**config.mk**
```make
export PLATFORM = sky130hd
export DESIGN_NAME = pipe_hazard_ctrl
export DESIGN_NICKNAME = d
export VERILOG_FILES = /design/src/rtl/pipe_hazard_ctrl.sv
export SDC_FILE = /design/constraint.sdc
export NUM_CORES = 1
export LEC_CHECK = 0
export ABC_AREA = 1
export ABC_CLOCK_PERIOD_IN_PS = 1600
export CELL_PAD_IN_SITES_DETAIL_PLACEMENT = 0
export CELL_PAD_IN_SITES_GLOBAL_PLACEMENT = 2
export CORE_MARGIN = 2
export CORE_UTILIZATION = 21
export DETAILED_ROUTE_END_ITERATION = 10
export PLACE_DENSITY_LB_ADDON = 0.1
export SYNTH_ARGS = -nofsm -noshare
export SYNTH_HDL_FRONTEND = slang
export SYNTH_SLANG_ARGS = --single-unit
```
**constraint.sdc**
```tcl
create_clock -name clk_i -period 1.6 [get_ports clk_i]
set_input_delay 0.24 -clock clk_i [delete_from_list [all_inputs] [get_ports clk_i]]
set_output_delay 0.24 -clock clk_i [all_outputs]
set_load 0.005 [all_outputs]
```
**src/rtl/pipe_hazard_ctrl.sv**
```systemverilog
// pipe_hazard_ctrl: PC sequencing, start-up wait, RAW stall, branch flush and EX bypass select
module pipe_hazard_ctrl #(
  parameter int              XLEN     = 32,
  parameter logic [XLEN-1:0] RESET_PC = '0,
  parameter int              RST_WAIT = 1,
  parameter int              FWD_EN   = 1,
  parameter int              BR_STAGE = 3,
  parameter int              CNT_W    = 16
) (
  input  logic             clk_i,
  input  logic             rst_ni,
  input  logic [4:0]       rs1_addr_id_i,
  input  logic [4:0]       rs2_addr_id_i,
  input  logic             rs1_used_id_i,
  input  logic             rs2_used_id_i,
  input  logic [4:0]       rs1_addr_ex_i,
  input  logic [4:0]       rs2_addr_ex_i,
  input  logic [4:0]       rd_addr_ex_i,
  input  logic             rd_wren_ex_i,
  input  logic             is_load_ex_i,
  input  logic [4:0]       rd_addr_mem_i,
  input  logic             rd_wren_mem_i,
  input  logic [4:0]       rd_addr_wb_i,
  input  logic             rd_wren_wb_i,
  input  logic             br_taken_i,
  input  logic [XLEN-1:0]  br_target_i,
  output logic [XLEN-1:0]  pc_o,
  output logic [XLEN-1:0]  pc_four_o,
  output logic             en_if_id_o,
  output logic             en_id_ex_o,
  output logic             en_ex_mem_o,
  output logic             en_mem_wb_o,
  output logic             flush_if_id_o,
  output logic             flush_id_ex_o,
  output logic             flush_ex_mem_o,
  output logic             flush_mem_wb_o,
  output logic [1:0]       fwd_a_o,
  output logic [1:0]       fwd_b_o,
  output logic [CNT_W-1:0] stall_cnt_o,
  output logic [CNT_W-1:0] flush_cnt_o
);
  localparam int WW = $clog2(RST_WAIT + 1);
  typedef enum logic {S_WAIT, S_RUN} state_t;
  state_t state, state_nx;
  logic [WW-1:0] wait_cnt;
  logic run, br, stall, raw, hit1_ex, hit2_ex, hit1_mw, hit2_mw;
  logic [XLEN-1:0] pc_nx;
  function automatic logic hit(input logic [4:0] a, input logic [4:0] d, input logic w);
    return w && d != 5'd0 && a == d;
  endfunction
  function automatic logic [1:0] fwd_sel(input logic [4:0] a, input logic [4:0] dm, input logic wm,
                                         input logic [4:0] dw, input logic ww);
    return hit(a, dm, wm) ? 2'd1 : hit(a, dw, ww) ? 2'd2 : 2'd0;
  endfunction
  always_comb begin
    run      = state == S_RUN;
    hit1_ex  = rs1_used_id_i && hit(rs1_addr_id_i, rd_addr_ex_i, rd_wren_ex_i);
    hit2_ex  = rs2_used_id_i && hit(rs2_addr_id_i, rd_addr_ex_i, rd_wren_ex_i);
    hit1_mw  = rs1_used_id_i && (hit(rs1_addr_id_i, rd_addr_mem_i, rd_wren_mem_i) ||
                                 hit(rs1_addr_id_i, rd_addr_wb_i, rd_wren_wb_i));
    hit2_mw  = rs2_used_id_i && (hit(rs2_addr_id_i, rd_addr_mem_i, rd_wren_mem_i) ||
                                 hit(rs2_addr_id_i, rd_addr_wb_i, rd_wren_wb_i));
    raw      = (FWD_EN != 0) ? is_load_ex_i && (hit1_ex || hit2_ex)
                             : hit1_ex || hit2_ex || hit1_mw || hit2_mw;
    br       = run && br_taken_i;
    // a taken branch squashes the stalled instruction, so it never stalls as well
    stall    = run && raw && !br_taken_i;
    state_nx = (state == S_WAIT && wait_cnt == WW'(1)) ? S_RUN : state;
    pc_nx    = br ? br_target_i : (stall || !run) ? pc_o : pc_o + XLEN'(4);
  end
  assign pc_four_o      = pc_o + XLEN'(4);
  assign en_if_id_o     = !stall;
  assign en_id_ex_o     = 1'b1;
  assign en_ex_mem_o    = 1'b1;
  assign en_mem_wb_o    = 1'b1;
  assign flush_if_id_o  = !run || br;
  assign flush_id_ex_o  = !run || br || stall;
  assign flush_ex_mem_o = !run || (br && BR_STAGE == 3);
  assign flush_mem_wb_o = !run;
  assign fwd_a_o = (FWD_EN != 0 && run) ? fwd_sel(rs1_addr_ex_i, rd_addr_mem_i, rd_wren_mem_i,
                                                  rd_addr_wb_i, rd_wren_wb_i) : 2'd0;
  assign fwd_b_o = (FWD_EN != 0 && run) ? fwd_sel(rs2_addr_ex_i, rd_addr_mem_i, rd_wren_mem_i,
                                                  rd_addr_wb_i, rd_wren_wb_i) : 2'd0;
  always_ff @(posedge clk_i or negedge rst_ni) begin
    if (!rst_ni) begin
      state       <= S_WAIT;
      wait_cnt    <= WW'(RST_WAIT);
      pc_o        <= RESET_PC;
      stall_cnt_o <= '0;
      flush_cnt_o <= '0;
    end else begin
      state <= state_nx;
      pc_o  <= pc_nx;
      if (!run) wait_cnt <= wait_cnt - WW'(1);
      if (stall && stall_cnt_o != '1) stall_cnt_o <= stall_cnt_o + CNT_W'(1);
      if (br && flush_cnt_o != '1) flush_cnt_o <= flush_cnt_o + CNT_W'(1);
    end
  end
endmodule

```
==> results of run 1 <==
-- sequential cells by signal (all words and copies together), names as in the netlist --
| name | cells |
|---|---|
| flush_cnt_o | 16 |
| wait_cnt | 1 |
| run | 1 |
| pc_o | 32 |
| stall_cnt_o | 16 |
-- worst min-delay path, delay by kind of cell --
kind	cells	cell delay (ns)
buffers and inverters	1	0.39
AND/OR/NAND/NOR	2	0.10
-- repair_timing --
item                                   CTS  global route
pin swaps                               97           122
resized for setup                      388           181
setup endpoints to repair              125           111
setup buffers                           68            32
endpoints found under the hold margin   65             0
hold buffers                             1             0
-- report_power, final --
| part | internal (mW) | switching (mW) | leakage [nW] | total (mW) |
|---|---|---|---|---|
| Sequential | 1.85 | 0.183 | 0.806 | 2.03 |
| Clock | 1.24 | 0.788 | 0.142 | 2.03 |
| Combinational | 1.41 | 1.09 | 4.04 | 2.50 |
-- worst paths after layout --
kind,from,depth (start not counted),endpoint
worst max register to register,pc_o[14],12,pc_o[31]
min in group asynchronous,rst_ni,3,pc_o[16]
max in group asynchronous,rst_ni,3,wait_cnt
worst min register to register,wait_cnt,2,wait_cnt
worst min-delay path,br_target_i[1],3,pc_o[1]
worst max-delay path,pc_o[14],8,pc_four_o[31]
-- kinds of logic (layout without fill, tap and decap cells) --
group           after synthesis  count (layout)  synth area share
compound gates               25              25            0.0273
xor+xnor                     56              56             0.105
fa+ha+maj                     3               3           0.00780
buf+inv                      92             480            0.0881
flops                        66              66             0.343
other cells                   1               4          0.000779
simple gates                478             478             0.428
-- area by class of cell --
cell class,count,area share
tap,285,0.0364
inverter,73,0.0303
clock inverter,3,0.00409
multi-input combinational,565,0.374
timing repair buffer,392,0.360
sequential,66,0.171
clock buffer,12,0.0252
antenna,1,0.000256
-- routing by layer --
| layer | track usage | part of all wire | vias to the layer above |
|---|---|---|---|
| li1 | - | - | 2973 |
| met1 | 0.188 | 0.41 | 2756 |
| met2 | 0.298 | 0.52 | 150 |
| met3 | 0.0298 | 0.048 | 34 |
| met4 | 0.0599 | 0.023 | 0 |
| met5 | 0 | 0 | - |
-- placed cells by master (no fill, tap or decap), types with 11 or more instances in the layout --
master	n
nor2_2	11
inv_1	48
dfrtp_2	13
buf_6	74
xor2_1	27
buf_4	142
nand2_2	52
dlymetal6s2s_1	11
nand2_4	15
nand2_1	263
dlygate4sd2_1	46
nor2_4	30
nor2_1	30
nand3_1	15
dfrtp_1	52
inv_2	17
xnor2_1	13
clkdlybuf4s50_1	70
buf_2	25
o21ai_1	14
==> metrics.md, run 1 <==
| Metric | Value |
|---|---|
| Pre-CTS setup slack | -0.673 ns |
| Post-synth top cells | nand2_1 (322), dfrtp_1 (65), nor2_1 (65) |
| WHS | 0.431 ns |
| DRT Wirelength | 20.1 mm |
| Total Power | 6.56 mW |
| Max-capacitance violation count | 0 |
| Seq/Total Area, Yosys | 0.343 |
| Placed Instances | 1302 |
| Arrival time worst endpoint | 1.86 ns |
| Critical Path End Type | primary output |
| Async S/R FF share, synth | 1.00 |
| Crit-path max FO | 3 |
| Setup ws final | -0.498 ns |
| F_max | 477 MHz |
| Top cells by area, synth | dfrtp_1 (34%), nand2_1 (25%), xor2_1 (6.9%), nor2_1 (5.1%), inv_1 (4.6%) |
| Status | finished with violations |
| Post-route ant nets | 0 |
| Core area | 22600 um^2 |
| Multi-input logic area | 3650 um^2 |
| Top-count cell post-synth | nand2_1 |
| VDD IR max | 0.489 mV |
| Synthesized area per cell | 6.68 um^2 |
| Final Core Density | 0.433 |
| Netlist cell types | 40 |
| CTS tree | built |
| Latest clock arrival within the worst-skew pair | 0.34 ns |
| Initial antenna violation count | 1 |
| Via Count | 5913 |
| RSZ-0062 raised after global routing | yes |
| Post-route cell area | 9780 um^2 |
| Final Instance Count excl. Fillers | 1397 |
| WL/cell | 14.4 um |
| Post-Route Skew | 0.00751 ns |
| Pre-antenna DRT Iters | 4 |
| Grt ovf | 0 |
| Area leader, netlist | dfrtp_1 |
| Seq cells post-synth | 66 |
| CTS root buf | clkbuf_16 |
| # DRC | 0 |
| Final setup vio count | 48 |
| Layout cell share with drive strength beyond 1 | 0.431 |
| Die ar. | 24100 um^2 |
| Starting utilization of the core area | 0.213 |
| CP Class | flop to primary output |
| Pleak | 4.99 nW |
| Power Dens Cells | 670 nW/um^2 |
| Clock buffer depth | 2 |
| Slowest stage delay, CP | 0.43 ns |
| Synth Instances | 721 |
| Final nets | 1186 |
| Via density | 4.23 |
| Clock transition at path regs | 0.06 ns |
| Top-area cell type share of the netlist area | 0.338 |
| Post-layout min period | 2.10 ns |
| Hpwl dp | 14.3 mm |
| Final GP Congestion | 0.842 |
| Final hold viol count | 0 |
| Total number of H-tree levels | 3 |
| Port buffer count | 180 |
| Die Y | 155 um |
| Delay-heaviest family, CP | simple AND/OR/NAND/NOR gates |
| Filler cells | 2288 |
| Die X-Extent | 155 um |
| Core Rows | 55 |
| Synth-to-layout area growth | 103% |
| Data required, critical path | 1.36 ns |
| Register Area | 1670 um^2 |
| Crit path max-delay cell type | dfrtp_1 |
| TNS Setup | -10.75 ns |
| Failing checks | negative setup slack |
| Largest net degree at the start of global routing | 67 |
| Worst hold path class | input pin to flop |
| Boundary Pins | 184 |
| DP Area | 7850 um^2 |
| R2r setup slk | -0.20 ns |
| Slew Viols, Final | 0 |
| CP startpoint kind | flop |
| Clk sink count | 66 |
| Synthesized cell area | 4810 um^2 |
| Ys Warns | 0 |
| Crit path cell chain | nand2_2 > nor3_4 > nand2_2 > nor2_4 > buf_6 > nand3_4 > and2_4 > buf_6 |
| Worst Path Buf+Inv | 2 |
| DRT iter0 DRCs | 169 |
| First-pass GRT wire length | 30.9 mm |
| GR Util All Layers | 0.162 |
| Post-synth EDFFs | 0 |
| Commonest register cell after synthesis | dfrtp_1 |
| Period utilization | 1.31 |
| Vias in the first global route | 5994 |
| TritonCTS buffer count | 9 |
No activity file was read; power rests on OpenSTA's default activity.
==> run 2, diff against run 1 <==
- ABC_CLOCK_PERIOD_IN_PS: 1600 -> 1800
- clock period: 1.6 -> 1.8 ns (I/O delays scaled with it)
==> metrics.md, run 2 (same netlist as run 1, synthesis figures left out) <==
| Metric | Value |
|---|---|
| Status | finished with violations (unchanged) |
| Failing checks | negative setup slack (unchanged) |
| Crit path cell chain | nand2_4 > nor3_4 > buf_6 > nand2_4 > nor2_4 > buf_6 > nand2_1 > nand2_1 > nand2_2 > buf_6 (was nand2_2 > nor3_4 > nand2_2 > nor2_4 > buf_6 > nand3_4 > and2_4 > buf_6) |
| Total Power | 6.00 mW (was 6.56 mW) |
| Core Rows | 55 (unchanged) |
| Slowest stage delay, CP | 0.41 ns (was 0.43 ns) |
| Starting utilization of the core area | 0.213 (unchanged) |
| F_max | 484 MHz |
| Final Instance Count excl. Fillers | 1369 (was 1397) |
| Total number of H-tree levels | 3 (unchanged) |
| Post-Route Skew | 0.00590 ns (was 0.00751 ns) |
| Max-capacitance violation count | 0 (unchanged) |
| Final nets | 1158 (was 1186) |
| Placed Instances | 1283 (was 1302) |
| CP Class | flop to primary output (unchanged) |
| CP startpoint kind | flop (unchanged) |
| Most Frequent Cell on Critical Path | buf_6 |
| Clk network pwr share | 0.360 (was 0.309) |
| Worst hold path class | flop to flop (was input pin to flop) |
| TNS Setup | -5.12 ns (was -10.75 ns) |
| Top flop regs | pc_o (32), flush_cnt_o (16), stall_cnt_o (16) (unchanged) |
| Grt ovf | 0 (unchanged) |
| Sw Share | 0.298 (was 0.315) |
| Die ar. | 24100 um^2 (unchanged) |
| Via density | 4.18 (was 4.23) |
| Clock buffer depth | 2 (unchanged) |
| Post-route ant nets | 0 (unchanged) |
| Period utilization | 1.15 |
| GR Util All Layers | 0.163 (was 0.162) |
| Worst Path Buf+Inv | 3 (was 2) |
| Boundary Pins | 184 (unchanged) |
| Data required, critical path | 1.53 ns (was 1.36 ns) |
| Power Dens Cells | 638 nW/um^2 (was 670 nW/um^2) |
| Largest net degree at the start of global routing | 67 (unchanged) |
| Pleak | 4.72 nW (was 4.99 nW) |
| Die X-Extent | 155 um (unchanged) |
| # DRC | 0 (unchanged) |
| DRT Wirelength | 19.6 mm (was 20.1 mm) |
| Latest clock arrival within the worst-skew pair | 0.34 ns (about the same) |
| Layout cell share with drive strength beyond 1 | 0.377 (was 0.431) |
| Post-layout min period | 2.07 ns |
| Vias in the first global route | 5918 (was 5994) |
| Clock transition at path regs | 0.06 ns (about the same) |
| CTS root buf | clkbuf_16 (unchanged) |
| Largest register FFs | 32 (unchanged) |
| Final hold viol count | 0 (unchanged) |
| Most frequent cells in the layout | nand2_1 (278), buf_4 (135), clkdlybuf4s50_1 (100) (was nand2_1 (263), buf_4 (142), buf_6 (74)) |
| Sequential share of power | 0.302 (was 0.310) |
| Pre-antenna DRT Iters | 4 (unchanged) |
| DRT iter0 DRCs | 124 (was 169) |
| Combinational share of power | 0.338 (was 0.382) |
| Crit-path max FO | 3 (unchanged) |
| Pre-CTS setup slack | -0.527 ns (was -0.673 ns) |
| Int Power | 4.21 mW (was 4.49 mW) |
| First-pass GRT wire length | 30.6 mm (was 30.9 mm) |
| Final GP Congestion | 0.824 (was 0.842) |
| Clk sink count | 66 (unchanged) |
| Largest Register | pc_o (unchanged) |
| Via Count | 5724 (was 5913) |
| WL/cell | 14.4 um (about the same) |
| Arrival time worst endpoint | 1.80 ns (was 1.86 ns) |
| Core area | 22600 um^2 (unchanged) |
| RSZ-0062 raised after global routing | yes (unchanged) |
| Port buffer count | 180 (unchanged) |
| Die Y | 155 um (unchanged) |
| WHS | 0.466 ns (was 0.431 ns) |
| Synth-to-layout area growth | 95.2% (was 103%) |
| VDD IR max | 0.390 mV (was 0.489 mV) |
| Crit path max-delay cell type | dfrtp_1 (unchanged) |
| Commonest non-fill, non-tap cell in the layout | nand2_1 (unchanged) |
| TritonCTS buffer count | 9 (unchanged) |
| Antenna cell count | 0 (was 1) |
| Initial antenna violation count | 0 (was 1) |
| Sw Pwr | 1.79 mW (was 2.07 mW) |
| Delay-heaviest family, CP | simple AND/OR/NAND/NOR gates (unchanged) |
| Hpwl dp | 14.2 mm (was 14.3 mm) |
| Setup ws final | -0.265 ns (was -0.498 ns) |
| Final setup vio count | 28 (was 48) |
| CTS tree | built (unchanged) |
| Critical Path End Type | primary output (unchanged) |
| Slew Viols, Final | 0 (unchanged) |
-- run 2: changes by cell type in the layout (fill, tap and decap cells not counted), moves of 11 or more --
cell | previous run | this run
buf_6 | 74 | 54
dlygate4sd2_1 | 46 | 35
nand2_1 | 263 | 278
clkdlybuf4s50_1 | 70 | 100
nand2_2 | 52 | 36
-- run 2: final cells by class --
| class | count | area [um^2] |
|---|---|---|
| fillers | 2341 | 13200 |
| multi-input cells | 565 | 3490 |
| repair buffers | 364 | 3240 |
| flip-flops and latches | 66 | 1660 |
| well taps | 285 | 357 |
| inverters | 73 | 294 |
| clock buffers | 12 | 256 |
| clock inverters | 4 | 97.6 |
-- run 2: worst paths after layout --
path	start	end	slack, ns	cells past startpoint
setup / recovery	pc_o[11]	pc_four_o[29]	-0.27	10
hold / removal	wait_cnt	wait_cnt	0.47	2
setup reg to reg	pc_o[3]	pc_o[31]	-0.19	17
hold reg to reg	wait_cnt	wait_cnt	0.47	2
max in group asynchronous	rst_ni	wait_cnt	0.93	3
min in group asynchronous	rst_ni	pc_o[16]	0.49	3
-- run 2: power by group through the flow --
stage | registers (mW) | clock network [mW] | logic [mW]
5_1_grt | 1.83 | 2.28 | 2.22
6_report | 1.81 | 2.16 | 2.03
4_1_cts | 1.80 | 2.22 | 1.91
3_5_place_dp | 1.81 | 0 | 1.77
2_1_floorplan | 1.84 | 0 | 0.553
3_3_place_gp | 1.80 | 0 | 1.76
-- run 2: what timing repair did --
item,CTS,global route
cloned,0,0
gates resized for setup,305,146
hold endpoints to repair,65,0
buffers inserted,65,25
pin swaps,72,92
hold buffers,1,0
endpoints found under the setup margin,46,86
-- run 2: per-layer routing --
metal	up-vias	part of all wire	global-route usage
met5	-	0	0
met4	0	0.020	0.0572
met3	25	0.046	0.0315
met2	123	0.52	0.296
met1	2658	0.42	0.189
li1	2918	-	-
-- run 2: worst reg2reg max path, delay by kind of cell, from the launching register on --
family | cells | cell delay [ns]
buffers and inverters | 8 | 0.93
and+or+nand+nor | 9 | 0.52
DFF | 1 | 0.44
-- run 2: through the flow --
stage / cell area [um^2] / util
after CTS: 8890 / 0.394
final: 9400 / 0.416
after floorplan: 4820 / -
after global placement: 7700 / 0.341
after global routing: 9400 / 0.416
after detailed placement: 7700 / 0.341
==> run 3, diff against run 2 <==
--- a/config.mk
+++ b/config.mk
@@ -6,11 +6,11 @@
 export NUM_CORES = 1
 export LEC_CHECK = 0
-export ABC_AREA = 1
 export ABC_CLOCK_PERIOD_IN_PS = 1800
 export CELL_PAD_IN_SITES_DETAIL_PLACEMENT = 0
 export CELL_PAD_IN_SITES_GLOBAL_PLACEMENT = 2
 export CORE_MARGIN = 2
-export CORE_UTILIZATION = 21
+export CORE_UTILIZATION = 23
 export DETAILED_ROUTE_END_ITERATION = 10
+export HOLD_SLACK_MARGIN = 0.08
 export PLACE_DENSITY_LB_ADDON = 0.1
 export SYNTH_ARGS = -nofsm -noshare
==> constraint.sdc (replaced) <==
create_clock -name clk_i -period 1.8 [get_ports clk_i]
set_input_delay 0.27 -clock clk_i [delete_from_list [all_inputs] [get_ports clk_i]]
set_output_delay 0.27 -clock clk_i [all_outputs]
set_load 0.1 [all_outputs]
==> metrics.md, run 3 <==
| Metric | Value |
|---|---|
| Status | finished with violations (unchanged) |
| Failing checks | negative setup slack (unchanged) |
| Largest Register | pc_o (unchanged) |
| Final Core Density | 0.597 (was 0.416) |
| Async S/R FF share, synth | 1.00 (unchanged) |
| Post-route ant nets | 0 (unchanged) |
| Core area | 19600 um^2 (was 22600 um^2) |
| Grt ovf | 0 (unchanged) |
| Top cells by area, synth | dfrtp_1 (35%), xnor2_1 (11%), xor2_1 (5.5%), nand3_1 (4.5%), nand2_1 (3.3%) (was dfrtp_1 (34%), nand2_1 (25%), xor2_1 (6.9%), nor2_1 (5.1%), inv_1 (4.6%)) |
| VDD IR max | 0.525 mV (was 0.390 mV) |
| Filler cells | 1648 (was 2341) |
| Latest clock arrival within the worst-skew pair | 0.34 ns (about the same) |
| Antenna cell count | 0 (unchanged) |
| Total Power | 9.03 mW (was 6.00 mW) |
| Period utilization | 1.34 (was 1.15) |
| Vias in the first global route | 5973 (was 5918) |
| Crit path max-delay cell type | or4_4 (was dfrtp_1) |
| TritonCTS buffer count | 9 (unchanged) |
| Clk sink count | 66 (unchanged) |
| Clock buffer depth | 2 (unchanged) |
| Seq/Total Area, Yosys | 0.359 (was 0.343) |
| Synthesized cell area | 4610 um^2 (was 4810 um^2) |
| Die X-Extent | 146 um (was 155 um) |
| RSZ-0062 raised after global routing | yes (unchanged) |
| Arrival time worst endpoint | 2.15 ns (was 1.80 ns) |
| Ys Warns | 0 (unchanged) |
| WL/cell | 18.1 um (was 14.4 um) |
| Synth-to-layout area growth | 154% (was 95.2%) |
| Layout cell share with drive strength beyond 1 | 0.652 (was 0.377) |
| Post-synth top cells | dfrtp_1 (65), xnor2_1 (60), nand3_1 (41) (was nand2_1 (322), dfrtp_1 (65), nor2_1 (65)) |
| GR Util All Layers | 0.196 (was 0.163) |
| Commonest non-fill, non-tap cell in the layout | buf_4 (was nand2_1) |
| Final nets | 964 (was 1158) |
| Core Rows | 51 (was 55) |
| DRT iter0 DRCs | 277 (was 124) |
| Data required, critical path | 1.53 ns (about the same) |
| Seq cells post-synth | 66 (unchanged) |
| Post-Route Skew | 0.00896 ns (was 0.00590 ns) |
| Final setup vio count | 82 (was 28) |
| Clock transition at path regs | 0.07 ns (was 0.06 ns) |
| Top-area cell type share of the netlist area | 0.353 (was 0.338) |
| Power Dens Cells | 772 nW/um^2 (was 638 nW/um^2) |
| Crit path cell chain | nand4_4 > or4_4 > nor3_4 > xor2_4 > buf_12 (was nand2_4 > nor3_4 > buf_6 > nand2_4 > nor2_4 > buf_6 > nand2_1 > nand2_1 > nand2_2 > buf_6) |
| Crit-path max FO | 4 (was 3) |
| Slew Viols, Final | 0 (unchanged) |
| Starting utilization of the core area | 0.235 (was 0.213) |
| Largest net degree at the start of global routing | 34 (was 67) |
| F_max | 414 MHz (was 484 MHz) |
| DRT Wirelength | 20.9 mm (was 19.6 mm) |
| Setup ws final | -0.616 ns (was -0.265 ns) |
| Critical Path End Type | primary output (unchanged) |
| Post-layout min period | 2.42 ns (was 2.07 ns) |
| Boundary Pins | 184 (unchanged) |
| Pleak | 4.78 nW (was 4.72 nW) |
| Rel. slew slack | 0.657 |
| Via density | 4.81 (was 4.18) |
| Initial antenna violation count | 0 (unchanged) |
| Hpwl dp | 14.9 mm (was 14.2 mm) |
| Die Y | 146 um (was 155 um) |
| Port buffer count | 180 (unchanged) |
| Post-synth EDFFs | 0 (unchanged) |
| Via Count | 5559 (was 5724) |
| Die ar. | 21200 um^2 (was 24100 um^2) |
| TNS Setup | -24.28 ns (was -5.12 ns) |
| Largest register FFs | 32 (unchanged) |
| Total number of H-tree levels | 3 (unchanged) |
| First-pass GRT wire length | 32.9 mm (was 30.6 mm) |
| Final hold viol count | 0 (unchanged) |
| CTS tree | built (unchanged) |
| Top flop regs | pc_o (32), flush_cnt_o (16), stall_cnt_o (16) (unchanged) |
| Slowest stage delay, CP | 0.54 ns (was 0.41 ns) |
| Area leader, netlist | dfrtp_1 (unchanged) |
| Pre-antenna DRT Iters | 5 (was 4) |
| CP Class | flop to primary output (unchanged) |
| Synthesized area per cell | 9.02 um^2 (was 6.68 um^2) |
| Worst hold path class | input pin to async pin (was flop to flop) |
| Max-capacitance violation count | 0 (unchanged) |
| Commonest register cell after synthesis | dfrtp_1 (unchanged) |
| Top-count cell post-synth | dfrtp_1 (was nand2_1) |
| # DRC | 0 (unchanged) |
| CP startpoint kind | flop (unchanged) |
| CTS root buf | clkbuf_16 (unchanged) |
| Final GP Congestion | 0.830 (was 0.824) |
| Worst-margin pin slew | 0.513 ns |
| Synth Instances | 511 (was 721) |
| Most frequent cells in the layout | buf_4 (145), buf_12 (119), buf_6 (55) (was nand2_1 (278), buf_4 (135), clkdlybuf4s50_1 (100)) |
| Netlist cell types | 65 (was 40) |
run 3: through the flow:
stage / area [um^2] / hold WS, ns / setup slack [ns] / cells
final: 11700 / 0.354 / -0.616 / 1155
after global routing: 11700 / 0.378 / -0.695 / 1155
after CTS: 11200 / 0.341 / -0.619 / 1129
after detailed placement: 9820 / 0.171 / -0.595 / 1068
after global placement: 9820 / 0.159 / -0.509 / 1068
after floorplan: 5670 / -0.0256 / -0.906 / 513
run 3: final cells by class:
| type | count | area (um^2) | area share |
|---|---|---|---|
| repair buffers | 399 | 4900 | 0.419 |
| multi-input cells | 397 | 4290 | 0.367 |
| flip-flops and latches | 66 | 1820 | 0.155 |
| well taps | 265 | 332 | 0.0283 |
| clock buffers | 9 | 225 | 0.0192 |
| clock inverters | 7 | 80.1 | 0.00684 |
| inverters | 12 | 51.3 | 0.00438 |
run 3: critical path: cells and delay by family, from the launching register on:
kind	cells	cell delay (ns)
XOR/XNOR	1	0.19
AND/OR/NAND/NOR	3	0.99
flip-flops	1	0.43
buffers and inverters	1	0.19
run 3: metal layers:
metal	routed length (um)	up-vias	track usage	share of wire
li1	-	2622	-	-
met1	8710	2750	0.241	0.42
met2	10900	152	0.348	0.52
met3	777	35	0.0307	0.037
met4	486	0	0.0696	0.023
met5	0	-	0	0
run 3: path summary, 6_finish.rpt:
path	startpoint	end	slack, ns	cells past startpoint
worst max-delay path	pc_o[13]	pc_four_o[25]	-0.62	5
worst min-delay path	rst_ni	stall_cnt_o[1]	0.35	2
worst max register to register	pc_o[13]	pc_o[23]	-0.37	7
worst min register to register	flush_cnt_o[14]	flush_cnt_o[14]	0.48	1
max in group asynchronous	rst_ni	flush_cnt_o[10]	0.79	3
min in group clk_i	br_target_i[0]	pc_o[0]	0.45	3
run 3: kinds of logic (layout without fill, tap and decap cells):
logic type                 after synthesis  in the layout  share of synthesized area
AOI/OAI and AO/OA                      106            106                      0.166
xor gates and xnor gates                89             89                      0.169
adders and majority gates                3              3                    0.00814
buffers and inverters                   50            427                     0.0489
DFF                                     66             66                      0.359
muxes                                    3              3                    0.00706
other                                    1              3                   0.000814
and+or+nand+nor                        193            193                      0.242
run 3: where the power goes:
part / total [mW] / internal (mW) / switching, mW
sequential: 1.93 / 1.72 / 0.214
combinational: 5.27 / 2.13 / 3.14
clock: 1.83 / 1.08 / 0.747
total: 9.03 / 4.93 / 4.10
run 3: timing repair:
item,in CTS,in global routing
hold endpoints to repair,9,0
setup endpoints to repair,81,83
setup buffers,44,42
pin swaps,75,74
cloned,3,0
gates resized for setup,176,88
hold buffers,1,0
